**src/rtl/disp_pkg.sv**
```systemverilog
// disp_pkg: shared widths, blank patterns, arbiter state encoding and an index helper.
`default_nettype none

package disp_pkg;

   localparam int DIGIT_W = 7;
   localparam int PAGE_W  = 28;
   localparam logic [DIGIT_W-1:0] SEG_BLANK  = 7'h7F;
   localparam logic [PAGE_W-1:0]  PAGE_BLANK = {(PAGE_W / DIGIT_W){SEG_BLANK}};

   typedef enum logic [1:0] {
      IDLE   = 2'd0,
      SHOW   = 2'd1,
      URGENT = 2'd2
   } disp_state_t;

   // Successor of idx in a ring of n entries.
   function automatic int wrap_inc(input int idx, input int n);
      return (idx + 1 >= n) ? 0 : idx + 1;
   endfunction

endpackage

`default_nettype wire

```
**src/rtl/disp_rr_pick.sv**
```systemverilog
// disp_rr_pick: combinational search for the first set request at or after start (wrapping).
`default_nettype none

module disp_rr_pick #(
   parameter int N_SRC = 4,
   parameter int AW    = $clog2(N_SRC)
) (
   input  logic [N_SRC-1:0] req,
   input  logic [AW-1:0]    start,
   output logic             found,
   output logic [AW-1:0]    index
);

   logic [AW-1:0] cand;

   // Walk offsets from the far end so the closest hit is written last.
   always_comb begin
      found = 1'b0;
      index = '0;
      cand  = '0;
      for (int off = N_SRC - 1; off >= 0; off--) begin
         cand = AW'((int'(start) + off) % N_SRC);
         if (req[cand]) begin
            found = 1'b1;
            index = cand;
         end
      end
   end

endmodule

`default_nettype wire

```
**src/rtl/disp_page_arbiter.sv**
```systemverilog
// disp_page_arbiter: round-robin display page sharing with a preemptive urgent page on source 0.
// Optional macro DISP_BLINK_EN makes the urgent page blink with half-period BLINK_CYCLES.
`default_nettype none

module disp_page_arbiter
   import disp_pkg::*;
#(
   parameter int N_SRC        = 4,
   parameter int DWELL_CYCLES = 200000000,
   parameter int BLINK_CYCLES = 25000000
) (
   input  logic                      clk_i,
   input  logic                      rst_ni,
   input  logic [N_SRC-1:0]          req_i,
   input  logic [PAGE_W*N_SRC-1:0]   data_i,
   input  logic                      urgent_i,
   output logic [PAGE_W-1:0]         number_o,
   output logic [$clog2(N_SRC)-1:0]  active_o,
   output logic                      valid_o,
   output logic [N_SRC-1:0]          ack_o
);

   localparam int AW = $clog2(N_SRC);
   localparam int CW = $clog2(DWELL_CYCLES);
   localparam logic [CW-1:0] DWELL_LAST = CW'(DWELL_CYCLES - 1);

   disp_state_t   state;
   logic [CW-1:0] cnt;
   logic [AW-1:0] rr_ptr;

   logic [PAGE_W-1:0] pages [N_SRC];
   logic [PAGE_W-1:0] urgent_page;
   logic              urgent_req, go_urgent, urgent_hold, advance, pick_found;
   logic [AW-1:0]     pick_start, pick_idx, after_active;

   for (genvar k = 0; k < N_SRC; k++) begin : g_page
      assign pages[k] = data_i[k*PAGE_W +: PAGE_W];
   end

   assign urgent_req   = urgent_i & req_i[0];
   assign go_urgent    = urgent_req && (state != URGENT);
   assign urgent_hold  = urgent_req && (state == URGENT);
   assign after_active = AW'(wrap_inc(int'(active_o), N_SRC));

   // Expiry and request drop share one search so a coincident pair advances once.
   always_comb begin
      pick_start = after_active;
      advance    = 1'b0;
      case (state)
         IDLE: begin
            pick_start = rr_ptr;
            advance    = 1'b1;
         end
         SHOW:    advance = !req_i[active_o] || (cnt == DWELL_LAST);
         URGENT: begin
            pick_start = AW'(1);
            advance    = !urgent_req;
         end
         default: advance = 1'b1;
      endcase
   end

   disp_rr_pick #(
      .N_SRC (N_SRC),
      .AW    (AW)
   ) u_pick (
      .req   (req_i),
      .start (pick_start),
      .found (pick_found),
      .index (pick_idx)
   );

`ifdef DISP_BLINK_EN
   localparam int BW = (BLINK_CYCLES > 1) ? $clog2(BLINK_CYCLES) : 1;
   localparam logic [BW-1:0] BLINK_LAST = BW'(BLINK_CYCLES - 1);

   logic [BW-1:0] blink_cnt;
   logic          blink_off, blink_off_nxt;

   assign blink_off_nxt = (blink_cnt == BLINK_LAST) ? ~blink_off : blink_off;
   assign urgent_page   = blink_off_nxt ? PAGE_BLANK : pages[0];

   always_ff @(posedge clk_i) begin
      if (!rst_ni || !urgent_hold) begin
         blink_cnt <= '0;
         blink_off <= 1'b0;
      end else if (blink_cnt == BLINK_LAST) begin
         blink_cnt <= '0;
         blink_off <= ~blink_off;
      end else begin
         blink_cnt <= blink_cnt + 1'b1;
      end
   end
`else
   assign urgent_page = pages[0];
`endif

   always_ff @(posedge clk_i) begin
      if (!rst_ni) begin
         state    <= IDLE;
         cnt      <= '0;
         rr_ptr   <= '0;
         active_o <= '0;
         valid_o  <= 1'b0;
         ack_o    <= '0;
         number_o <= PAGE_BLANK;
      end else begin
         ack_o <= '0;
         if (go_urgent) begin
            state    <= URGENT;
            cnt      <= '0;
            rr_ptr   <= AW'(1);
            active_o <= '0;
            valid_o  <= 1'b1;
            ack_o    <= N_SRC'(1);
            number_o <= pages[0];
         end else if (urgent_hold) begin
            cnt      <= '0;
            number_o <= urgent_page;
         end else if (advance && pick_found) begin
            state    <= SHOW;
            cnt      <= '0;
            rr_ptr   <= AW'(wrap_inc(int'(pick_idx), N_SRC));
            active_o <= pick_idx;
            valid_o  <= 1'b1;
            ack_o    <= N_SRC'(1) << pick_idx;
            number_o <= pages[pick_idx];
         end else if (advance) begin
            state    <= IDLE;
            cnt      <= '0;
            valid_o  <= 1'b0;
            number_o <= PAGE_BLANK;
         end else begin
            cnt      <= cnt + 1'b1;
            number_o <= pages[active_o];
         end
      end
   end

endmodule

`default_nettype wire

```
**config.mk**
```make
export PLATFORM = sky130hd
export DESIGN_NAME = disp_page_arbiter
export DESIGN_NICKNAME = d
export VERILOG_FILES = /design/src/rtl/disp_pkg.sv /design/src/rtl/disp_rr_pick.sv /design/src/rtl/disp_page_arbiter.sv
export SDC_FILE = /design/constraint.sdc
export NUM_CORES = 1
export LEC_CHECK = 0
export CELL_PAD_IN_SITES_DETAIL_PLACEMENT = 1
export CELL_PAD_IN_SITES_GLOBAL_PLACEMENT = 2
export CORE_MARGIN = 2
export CORE_UTILIZATION = 30
export DETAILED_ROUTE_END_ITERATION = 8
export PLACE_DENSITY = 0.87
export SETUP_SLACK_MARGIN = 0.5
export SYNTH_ARGS = -nofsm -noshare
export SYNTH_HDL_FRONTEND = slang
export SYNTH_HIERARCHICAL = 1
export SYNTH_SLANG_ARGS = --single-unit
```
**constraint.sdc**
```tcl
create_clock -name clk_i -period 4.8 [get_ports clk_i]
set_input_delay 0.96 -clock clk_i [delete_from_list [all_inputs] [get_ports clk_i]]
set_output_delay 0.96 -clock clk_i [all_outputs]
set_load 0.01 [all_outputs]
```
-- Word-level counts from Yosys, hierarchy flattened
Cells that the tools add are included.
Widths: inputs -> output; s select.
- div/mod/pow operators: 0
- shift-type cells: 1
- reductions and logical operators: 17
- multiplexer cells: 46
- bitwise operators: 6
- add/sub/neg operators: 6
- $mul: 0
- equal/unequal tests: 5
- $lt $le $gt $ge: 9
- operators by type and width (operator ; number):
    $mux 28 ; 8
    $bmux 28 s2 ; 2
    $add 28x1->28 const B ; 1
    $eq 28x28->1 const B ; 1
    $mux 2 ; 10
    $mux 1 ; 19
    $lt 2x3->1 const B ; 5
    $ge 3x3->1 const B ; 4
    $bmux 1 s2 ; 5
    $reduce_and 2->1 ; 4
    $add 2x1->3 const B ; 2
    $not 2->3 ; 2
    $reduce_or 5->1 ; 1
    $add 2x2->2 const B ; 2
    $ne 2x2->1 const B ; 2
    $pmux 2 s2 ; 1
    $reduce_bool 2->1 ; 2
    $reduce_or 4->1 ; 1
    $shl 1x2->4 const A ; 1
    $logic_and 1x1->1 ; 3
    $not 1->1 ; 3
    $reduce_bool 3->1 ; 1
    $add 2x1->2 const B ; 1
    $eq 2x1->1 const B ; 1
    other kinds (7) ; 8
- latch bits: 0
- RAM bits: 0
- bits of input ports: 119
- ROM bits: 0
- register bits: 67
- memories kept: 0

-- Logic depth before layout (Yosys ltp)
- word-level depth: 18
- mapped depth: 13

-- Modules after synthesis
Netlist, hierarchy kept.
- by module, submodules not included (module ; times used ; seq. area each (µm²) ; cells an instance ; area each (µm²)):
    disp_page_arbiter ; 1 ; 1341.3 ; 429 ; 4485.6
    disp_rr_pick ; 1 ; 0.0 ; 13 ; 77.6

-- Worst setup path after synthesis
OpenSTA, ideal clock, no wires.
- path kind: flip-flop to flip-flop
- from: reg active_o[0]
- to: reg number_o[10]
- setup slack: 1610 ps
- cell stages (with the launch flop): 9
- path buffers: 3
- arrival: 3072 ps
- data required time: 4681 ps
- cell sequence: dfxtp_1 > buf_1 > o31ai_1 > mux2i_1 > a211oi_2 > clkbuf_1 > clkbuf_1 > mux4_2 > o221a_2
- longest elaborated chain between the ends: 18
- elaborated cells between the ends (all ways): 41
- those cells by class: add/sub (4); order compare (1); mux (31); bitwise (2); reduce/logical (3)
- ends and longest elaborated chain (what ; line ; source):
    from (decl) ; disp_page_arbiter.sv:18 ; output logic [$clog2(N_SRC)-1:0] active_o,
    from (signal assigned) ; disp_page_arbiter.sv:124 ; active_o <= pick_idx;
    $add 2x1->3 * ; disp_pkg.sv:19 ; return (idx + 1 >= n) ? 0 : idx + 1;
    $ge 3x3->1 ; disp_pkg.sv:19 ;
    $mux 2 * ; disp_pkg.sv:19 ;
    $pmux 2 s2 * ; disp_page_arbiter.sv:49 ; case (state)
    named net pick_start[0] ; disp_page_arbiter.sv:34 ; logic [AW-1:0] pick_start, pick_idx, after_active;
    $add 2x2->2 ; disp_rr_pick.sv:22 ; cand = AW'((int'(start) + off) % N_SRC);
    $bmux 1 s2 ; disp_rr_pick.sv:23 ; if (req[cand]) begin
    $mux 1 (implied by the code) ; disp_rr_pick.sv:23 ;
    $mux 2 (3 in a row) ; disp_rr_pick.sv:23 ;
    $mux 2 * ; disp_rr_pick.sv:23 ;
    named net pick_idx[0] ; disp_page_arbiter.sv:34 ;
    $not 2->3 (implied by the code) * ; disp_page_arbiter.sv:127 ; number_o <= pages[pick_idx];
    $bmux 28 s2 * ; disp_page_arbiter.sv:127 ;
    $mux 28 (implied by the code) * (2 in a row) ; disp_page_arbiter.sv:127 ;
    $mux 28 * ; disp_page_arbiter.sv:120 ; end else if (advance && pick_found) begin
    $mux 28 * ; disp_page_arbiter.sv:117 ; end else if (urgent_hold) begin
    $mux 28 * ; disp_page_arbiter.sv:109 ; if (go_urgent) begin
    to (signal assigned) ; disp_page_arbiter.sv:116 ; number_o <= pages[0];
    to (signal assigned) ; disp_page_arbiter.sv:119 ; number_o <= urgent_page;
    to (signal assigned) ; disp_page_arbiter.sv:127 ;
    to (decl) ; disp_page_arbiter.sv:17 ; output logic [PAGE_W-1:0] number_o,
The timed path passes the listed nets; every way through them passes the cells marked *. The select of a mux whose other input is x is not followed.
A chain may end at the register's enable or synchronous reset.

-- Final worst setup path
- from: reg active_o[0]
- to: reg number_o[0]
Same word-level chain as after synthesis.

==> impl_metrics.ini <==
[status]
outcome = completed

[timing]
hold_violations = 0
relSlewSlack_pct = 29.37
maxSlewViolCount = 0
max_freq_mhz = 300.1
setup_viol = 0
period_share_pct = 69.41
fin_ws_ns = 1.468
setup_tns_ns = 0
worst_pin_slew_ns = 1.057
rsz0062_at_grt = false
skew_ns = 0.008117
period_minus_slack_ns = 3.332

[synthesis]
synth_area_leader_cell = dfxtp_1
synth_seq_area_share_pct = 29.39
synth.area.top_cells = dfxtp_1 (29%), mux4_2 (28%), o221a_2 (5.4%)
synth_top_area_share_pct = 29.39
syn_area_um2 = 4563
yosys_register_bits = 67
synth_commonest_cells = dfxtp_1 (67), mux4_2 (57), nand2_1 (45), nor2_1 (45), nor3_1 (33)
ys_warn_count = 6
synthXorXnorAreaFrac_pct = 4.798
muxShareOfSynthArea_pct = 28.35
post-synth-top-count-cell = dfxtp_1
synth_compound_area_share_pct = 11.19
synth_edf_count = 0
synthFlopType = dfxtp_1
synth_top_family_by_area = multiplexers
synthAdderAreaFrac_pct = 1.919
syn_inst = 442
syn_area_per_cell_um2 = 10.32
synth.distinct_cells = 46
synth-simple-area-share_pct = 20.48
synth_nets = 568
async_reset_ff_share_pct = 0

[clock_network]
post_cts_buffers = 0
insertion_delay_ns = 0.34
cts_made_buffers = 9
holdBufCountCts = 0
cts.sinks = 67
tritoncts = built
clk_pin_slew_worst_paths_ns = 0.06
cts_resized = 0
cts-htree-levels = 3
cts-root-buf = clkbuf_16
cts_max_path_buffers = 2

[grt]
grt_pass1_wl_um = 25110
use_met3_pct = 4.062
grt_max_degree = 33
busiest_layer = met2
grt_overflow_total = 0
gr-usage-met2_pct = 35.04
grt_pass1_vias = 4707
met1_usage_pct = 24.35
antenna_found_initial = 0
track_usage_pct = 20.11

[worst_hold_path]
hold_class = register to register
hp-start = cnt[0]
holdPathStages = 1

[route]
dr_total_vias = 4421
drt_iter0_markers = 249
wl_per_cell_um = 20.81
viasPerCell = 5.690
drt_drc_violations_left = 0
wl_um = 16170
antenna_left = 0
first_pass_iters = 4

[setup_path]
worstSetupStartpoint = active_o[0]
reg2reg_depth = 7
end_kind = register
path_cells = ha_1 > o31ai_1 > mux2i_1 > a211oi_4 > buf_4 > mux4_2 > o221a_2
critPathRequiredTime_ns = 5.03
crit_fanout = 18
crit_slowest_cell = mux4_2
start_kind = register
r2r_slack_ns = 1.47
timing.rr.start = active_o[0]
cp.arrival_ns = 3.56
crit_end = number_o[0]
r2r-end = number_o[0]
path_class = register to register
cp_slowest_stage_delay_ns = 0.55

[floorplanning]
start_util_pct = 30.35
die_area_um2 = 16210
pin_count = 154
die_w_um = 127.3
design.core.area_um2 = 15030
fp-row-count = 45
die_h_um = 127.3

[layout]
areaGrowthSynthToFinish_pct = 43.82
fillers = 1636
design_area_um2 = 6563
antennaDiodeCount = 0
layout-drive-gt1-share_pct = 19.02
final_nets = 710

[placement]
io_buffers = 153
dp_hpwl_um = 11710
gp_congestion = 0.7852
dp_worst_setup_slack_ns = 1.275
place_area_um2 = 6274

[run]
drv_cap = 0

[power_and_ir_drop]
p_per_area_nw_per_um2 = 356.6
leakagePower_nw = 2.179
ir_drop_v = 0.0001718
worst max-delay path, delay by kind of cell, from the launching register on:
| family | cells | cell delay, ns |
|---|---|---|
| AOI/OAI and AO/OA | 3 | 1.26 |
| muxes | 2 | 0.77 |
| DFF | 1 | 0.50 |
| buffers and inverters | 1 | 0.38 |
| adders and majority gates | 1 | 0.29 |
sequential cells by signal (all words and copies together) (netlist names):
name	count
rr_ptr	2
cnt	28
ack_o	4
number_o	28
valid_o	1
active_o	2
state	2
metal layers:
metal	up-vias	routed length (um)
li1	2002	-
met1	2210	6542
met2	181	8142
met3	28	1114
met4	0	369
met5	-	0
report_power, final:
group | internal [mW] | switching (mW)
registers | 0.637 | 0.0423
clock network | 0.417 | 0.255
logic | 0.562 | 0.427
total | 1.62 | 0.724
how the worst min path moves through the flow:
stage / endpoint / slack [ns]
global placement: cnt[0] / 0.44
finish: cnt[0] / 0.47
CTS: cnt[0] / 0.47
floorplan: cnt[0] / 0.43
global route: cnt[0] / 0.50
detailed placement: cnt[0] / 0.46
logic make-up after synthesis:
kind of cell               count (synthesis)
DFF                                       67
AOI/OAI and AO/OA                         58
buffers and inverters                     40
and+or+nand+nor                          187
muxes                                     58
adders and majority gates                  7
xor gates and xnor gates                  25
through the flow:
| stage | power, mW | cells | hold WS [ns] | utilization [%] |
|---|---|---|---|---|
| floorplan | 1.291 | 442 | 0.4297 | - |
| global placement | 1.654 | 761 | 0.4433 | 41.73 |
| detailed placement | 1.685 | 761 | 0.4626 | 41.73 |
| CTS | 2.362 | 777 | 0.4749 | 43.65 |
| global route | 2.471 | 777 | 0.4957 | 43.65 |
| finish | 2.340 | 777 | 0.4694 | 43.65 |
area by class of cell:
cell class / count / area, um2 / area share (%)
inverters: 9 / 33.78 / 0.5148
repair buffers: 162 / 1599 / 24.37
well taps: 188 / 235.2 / 3.584
flip-flops and latches: 67 / 1343 / 20.46
clock inverters: 2 / 35.03 / 0.5338
multi-input cells: 335 / 3063 / 46.67
clock buffers: 14 / 254.0 / 3.870
cells in the final DEF, fill, tap and decap left out, types with 5 or more instances in the layout:
cell / n
clkbuf_16: 9
nand4_1: 12
xor2_1: 12
buf_4: 9
nand3_1: 16
clkdlybuf4s50_1: 153
nand2_1: 45
o221a_1: 6
xnor2_1: 13
o21ai_0: 11
inv_1: 9
and4_1: 7
and3_1: 5
mux4_2: 57
nor2_1: 43
ha_1: 7
dfxtp_1: 66
o221a_2: 22
nor3_1: 33
(Power assumes the default switching activity.)
==> RTL edit 1: new RTL, config.mk and constraints unchanged <==
One comparison of `cnt` changes from == to >=.
--- a/src/rtl/disp_page_arbiter.sv
+++ b/src/rtl/disp_page_arbiter.sv
@@ -51,7 +51,7 @@
             pick_start = rr_ptr;
             advance    = 1'b1;
          end
-         SHOW:    advance = !req_i[active_o] || (cnt == DWELL_LAST);
+         SHOW:    advance = !req_i[active_o] || (cnt >= DWELL_LAST);
          URGENT: begin
             pick_start = AW'(1);
             advance    = !urgent_req;
Formal check against the unedited RTL: no difference found for any inputs over 4 cycles, from zero or initial values and one cycle with rst_ni low; that may be too few to reach the edited logic, so the function may still have changed.
==> RTL edit 1 against the unedited design <==
- combinational power down 6.7%
- total power decreased by 2.0%
- routed wire length decreased by 1.1%
- sequential cell count did not move
- clock power increased by 6.7%
- core utilization grew 0.98 points
- worst setup slack better by 130 ps
- design area decreased by 0.40%
- synthesized area down 0.93%
- critical path type unchanged
- largest power group unchanged
- highest routed layer unchanged
==> RTL edit 1: results (changes against the unedited design) <==
outcome completed (unchanged); Seq/Total Area, Yosys 29.7% (was 29.4%); worst vdd ir 217 µV (was 172 µV); vias in the first global route 4,833 (was 4,707); layout cells sized above 1 10.0% (was 19.0%); FILL cells 1,677 (was 1,636); Iter 0 DRT Violations 190 (was 249); synth top area cells dfxtp_1 (30%), mux4_2 (14%), mux2i_1 (13%) (was dfxtp_1 (29%), mux4_2 (28%), o221a_2 (5.4%)); largest net degree at the start of global routing 43 (was 33); post-DP HPWL 11,900 µm (was 11,700 µm); gr usage total 20.0% (was 20.1%); met1 GRT Util 23.8% (was 24.4%); Layout Nets 749 (was 710); top cells by count, synth nand3_1 (70), dfxtp_1 (67), mux2i_1 (57) (was dfxtp_1 (67), mux4_2 (57), nand2_1 (45), nor2_1 (45), nor3_1 (33)); number of distinct library cells after synthesis 45 (was 46); Max stage delay on crit path 620 ps (was 550 ps); Max-slew headroom 54.9% (was 29.4%); routed vias 4,495 (was 4,421); GR Util met2 35.1% (was 35.0%); Psw 0.737 mW (was 0.724 mW); RePlAce Congestion 0.780 (was 0.785); Worst Skew 8.65 ps (was 8.12 ps); LEAKAGE 2.37 nW (was 2.18 nW); M3 GR Usage 4.81% (was 4.06%); Arrival @ worst endpoint 3450 ps (was 3560 ps); WL final 16,000 µm (was 16,200 µm); Worst Path Max Fanout 21 (was 18); drt pass-1 iters 5 (was 4); first-pass GRT wire length 25,400 µm (was 25,100 µm); slowest CP cell dfxtp_2 (was mux4_2)
-- RTL edit 1: cell types whose count changed after synthesis, moves of 20 or more --
| cell | unedited run | this run |
|---|---|---|
| nand2_1 | 45 | 25 |
| mux4_2 | 57 | 29 |
| o221a_2 | 22 | 1 |
| a22oi_1 | 0 | 56 |
| mux2i_1 | 1 | 57 |
| nand3_1 | 16 | 70 |
| nor3_1 | 33 | 6 |
-- RTL edit 1: final timing paths --
kind,depth (start not counted),end,startpoint,slack [ps]
worst max register to register,7,active_o[1],active_o[0],1600
worst min register to register,1,cnt[0],cnt[0],450
worst min-delay path,1,cnt[0],cnt[0],450
worst max-delay path,7,active_o[1],active_o[0],1600
-- RTL edit 1: cell families (layout without fill, tap and decap cells) --
kind of cell | after synthesis | in the layout | share of synthesized area [%]
mux | 86 | 86 | 27.1
other cells | 0 | 1 | 0
flops | 67 | 67 | 29.7
compound gates | 81 | 81 | 13.2
xor+xnor | 26 | 26 | 5.04
fa+ha+maj | 7 | 7 | 1.94
simple gates | 173 | 173 | 18.7
buf+inv | 50 | 188 | 4.40
-- RTL edit 1: power groups by stage --
stage	logic (mW)	clock network (mW)	registers (mW)
final	0.923	0.717	0.654
after CTS	0.926	0.738	0.655
after global routing	1.00	0.753	0.661
after floorplan	0.538	0	0.679
after global placement	0.904	0	0.666
after detailed placement	0.925	0	0.665
-- RTL edit 1: metal layers --
layer,vias to the layer above,wire [µm]
met2,144,8110
li1,2117,-
met4,0,275
met3,17,969
met5,-,0
met1,2217,6630
-- RTL edit 1: cell type report --
| class | count | area [µm²] | share of cell area (%) |
|---|---|---|---|
| antenna | 1 | 2.50 | 0.0383 |
| tap | 184 | 230 | 3.52 |
| inverter | 8 | 30.0 | 0.459 |
| multi-input combinational | 373 | 3000 | 45.8 |
| clock inverter | 4 | 73.8 | 1.13 |
| clock buffer | 12 | 246 | 3.77 |
| sequential | 67 | 1340 | 20.5 |
| timing repair buffer | 164 | 1610 | 24.7 |
-- RTL edit 1: through the flow --
stage / instance area [µm²] / instances / setup slack, ps
2_1_floorplan: 4520 / 490 / 2010
5_1_grt: 6530 / 812 / 1290
3_5_place_dp: 6210 / 796 / 1260
6_report: 6540 / 813 / 1600
3_3_place_gp: 6210 / 796 / 1390
4_1_cts: 6530 / 812 / 1570
==> RTL edit 2: new RTL, same settings <==
Made on the original files. Change the package constant `DIGIT_W` from 7 to 9.
--- a/src/rtl/disp_pkg.sv
+++ b/src/rtl/disp_pkg.sv
@@ -3,7 +3,7 @@
 
 package disp_pkg;
 
-   localparam int DIGIT_W = 7;
+   localparam int DIGIT_W = 9;
    localparam int PAGE_W  = 28;
    localparam logic [DIGIT_W-1:0] SEG_BLANK  = 7'h7F;
    localparam logic [PAGE_W-1:0]  PAGE_BLANK = {(PAGE_W / DIGIT_W){SEG_BLANK}};
Function: changed (a bounded check fails within 4 cycles, from zero or initial values and one cycle with rst_ni low).
==> RTL edit 2 against the unedited design <==
- worst setup slack lost 260 ps
- global-route usage is 0.20 points higher
- first-iteration DRC count is 27% lower
- sequential cell count is the same
- maximum frequency shrank 7.2%
- clock power increased by 0.7%
- design area is 0.71% higher
- synthesized area up 0.99%
- via count is 0.11% lower
- routed wire length down 0.70%
- count of clock-buffer cells in the layout fell by 5
- combinational power down 6.9%
- total power is 3.5% lower
- largest power group unchanged
==> RTL edit 2: results (changes against the unedited design) <==
first-pass GRT wire length 25,800 µm (was 25,100 µm); gr usage total 20.3% (was 20.1%); commonest register cell after synthesis dfxtp_1 (unchanged); hold path endpoint cnt[0] (unchanged); synth top area cells dfxtp_1 (29%), mux4_2 (28%), nor4b_1 (4.6%) (was dfxtp_1 (29%), mux4_2 (28%), o221a_2 (5.4%)); worst vdd ir 173 µV (was 172 µV); routed vias 4,416 (was 4,421); post-DP HPWL 11,700 µm (about the same); CTS max path bufs 2 (unchanged); top cells by count, synth dfxtp_1 (67), mux4_2 (57), nor2_1 (39) (was dfxtp_1 (67), mux4_2 (57), nand2_1 (45), nor2_1 (45), nor3_1 (33)); outcome completed (unchanged); Hold Path Stages 1 (unchanged); mean routed wirelength per cell 21.0 µm (was 20.8 µm); CTS root buffer clkbuf_16 (unchanged); Worst Path Max Fanout 34 (was 18); Placement Cell Area 6310 µm² (was 6270 µm²); Arrival @ worst endpoint 3790 ps (was 3560 ps); Max stage delay on crit path 750 ps (was 550 ps); CTS resizes 0 (unchanged); largest net degree at the start of global routing 38 (was 33); async set-reset flop share out of synthesis 0% (unchanged); cell count after placement 749 (was 761); LEAKAGE 2.15 nW (was 2.18 nW); drt pass-1 iters 4 (unchanged); Avg Inst Size Synth 10.6 µm² (was 10.3 µm²); pre-CTS setup slack 1070 ps (was 1280 ps); WL final 16,100 µm (was 16,200 µm); FF-to-FF End number_o[14] (was number_o[0]); slowest CP cell dfxtp_2 (was mux4_2); Slew @ Worst Pin 994 ps (was 1060 ps); layout cells sized above 1 16.1% (was 19.0%); Reg clk slew, reported paths 60 ps (about the same); reg-to-reg slack, setup 1210 ps (was 1470 ps); Iter 0 DRT Violations 182 (was 249); vias in the first global route 4,954 (was 4,707); depth of the most critical reg-to-reg path 8 (was 7); Seq/Total Area, Yosys 29.1% (was 29.4%); Layout Nets 698 (was 710); RePlAce Congestion 0.810 (was 0.785); largest registers cnt (28), number_o (28), ack_o (4) (unchanged); clk_lat worst skew 340 ps (about the same); cell family with most CP delay multiplexers (was compound AO/OA/AOI/OAI gates); syn_nets 562 (was 568); worst hold margin 459 ps (was 469 ps); Worst Skew 8.46 ps (was 8.12 ps)
RTL edit 2: cell types whose count changed in the layout (fill, tap and decap cells not counted), sizes merged, moves of 11 or more:
| cell | delta |
|---|---|
| o32ai | +21 |
| a21oi | +11 |
| o221a | -27 |
| nor4b | +23 |
| nor3 | -30 |
| o21ai | +18 |
| nand2 | -29 |
RTL edit 2: routing by layer:
layer	vias up	global-route usage [%]	share of wire [%]
li1	2007	-	-
met5	-	0	0
met1	2232	24.2	40
met2	152	35.3	51
met3	25	5.43	6.8
met4	0	7.37	2.3
RTL edit 2: metrics by stage:
| stage | util [%] | total power [mW] |
|---|---|---|
| detailed placement | 41.8 | 1.60 |
| global route | 43.8 | 2.39 |
| floorplan | - | 1.23 |
| global placement | 41.8 | 1.57 |
| CTS | 43.8 | 2.29 |
| finish | 43.8 | 2.26 |
RTL edit 2: logic make-up (layout without fill, tap and decap cells):
kind of cell    Yosys count  in the layout  synth area share, %
simple gates            146            146                 19.1
compound gates           87             87                 12.8
flops                    67             67                 29.1
mux                      58             58                 28.1
buf+inv                  45            186                 3.99
xor+xnor                 26             26                 4.94
fa+ha+maj                 7              7                 1.90
RTL edit 2: worst max path at each step:
stage / from / to / slack [ps] / depth (start not counted)
2_1_floorplan: active_o[0] / number_o[0] / 1850 / 9
3_3_place_gp: req_i[0] / valid_o / 1230 / 6
3_5_place_dp: req_i[3] / number_o[14] / 1070 / 7
4_1_cts: active_o[0] / number_o[14] / 1120 / 8
5_1_grt: active_o[0] / number_o[19] / 840 / 8
6_report: active_o[0] / number_o[14] / 1210 / 8
RTL edit 2: area by class of cell:
| class | count | area (µm²) |
|---|---|---|
| multi-input cells | 324 | 3100 |
| clock buffers | 9 | 225 |
| inverters | 8 | 30.0 |
| repair buffers | 162 | 1600 |
| clock inverters | 7 | 76.3 |
| fillers | 1694 | 8480 |
| flip-flops and latches | 67 | 1340 |
| well taps | 188 | 235 |
RTL edit 2: power breakdown:
part	total, mW	switching, mW	internal [mW]
combinational	0.921	0.422	0.500
clock	0.677	0.271	0.406
sequential	0.659	0.0399	0.620
total	2.26	0.732	1.52
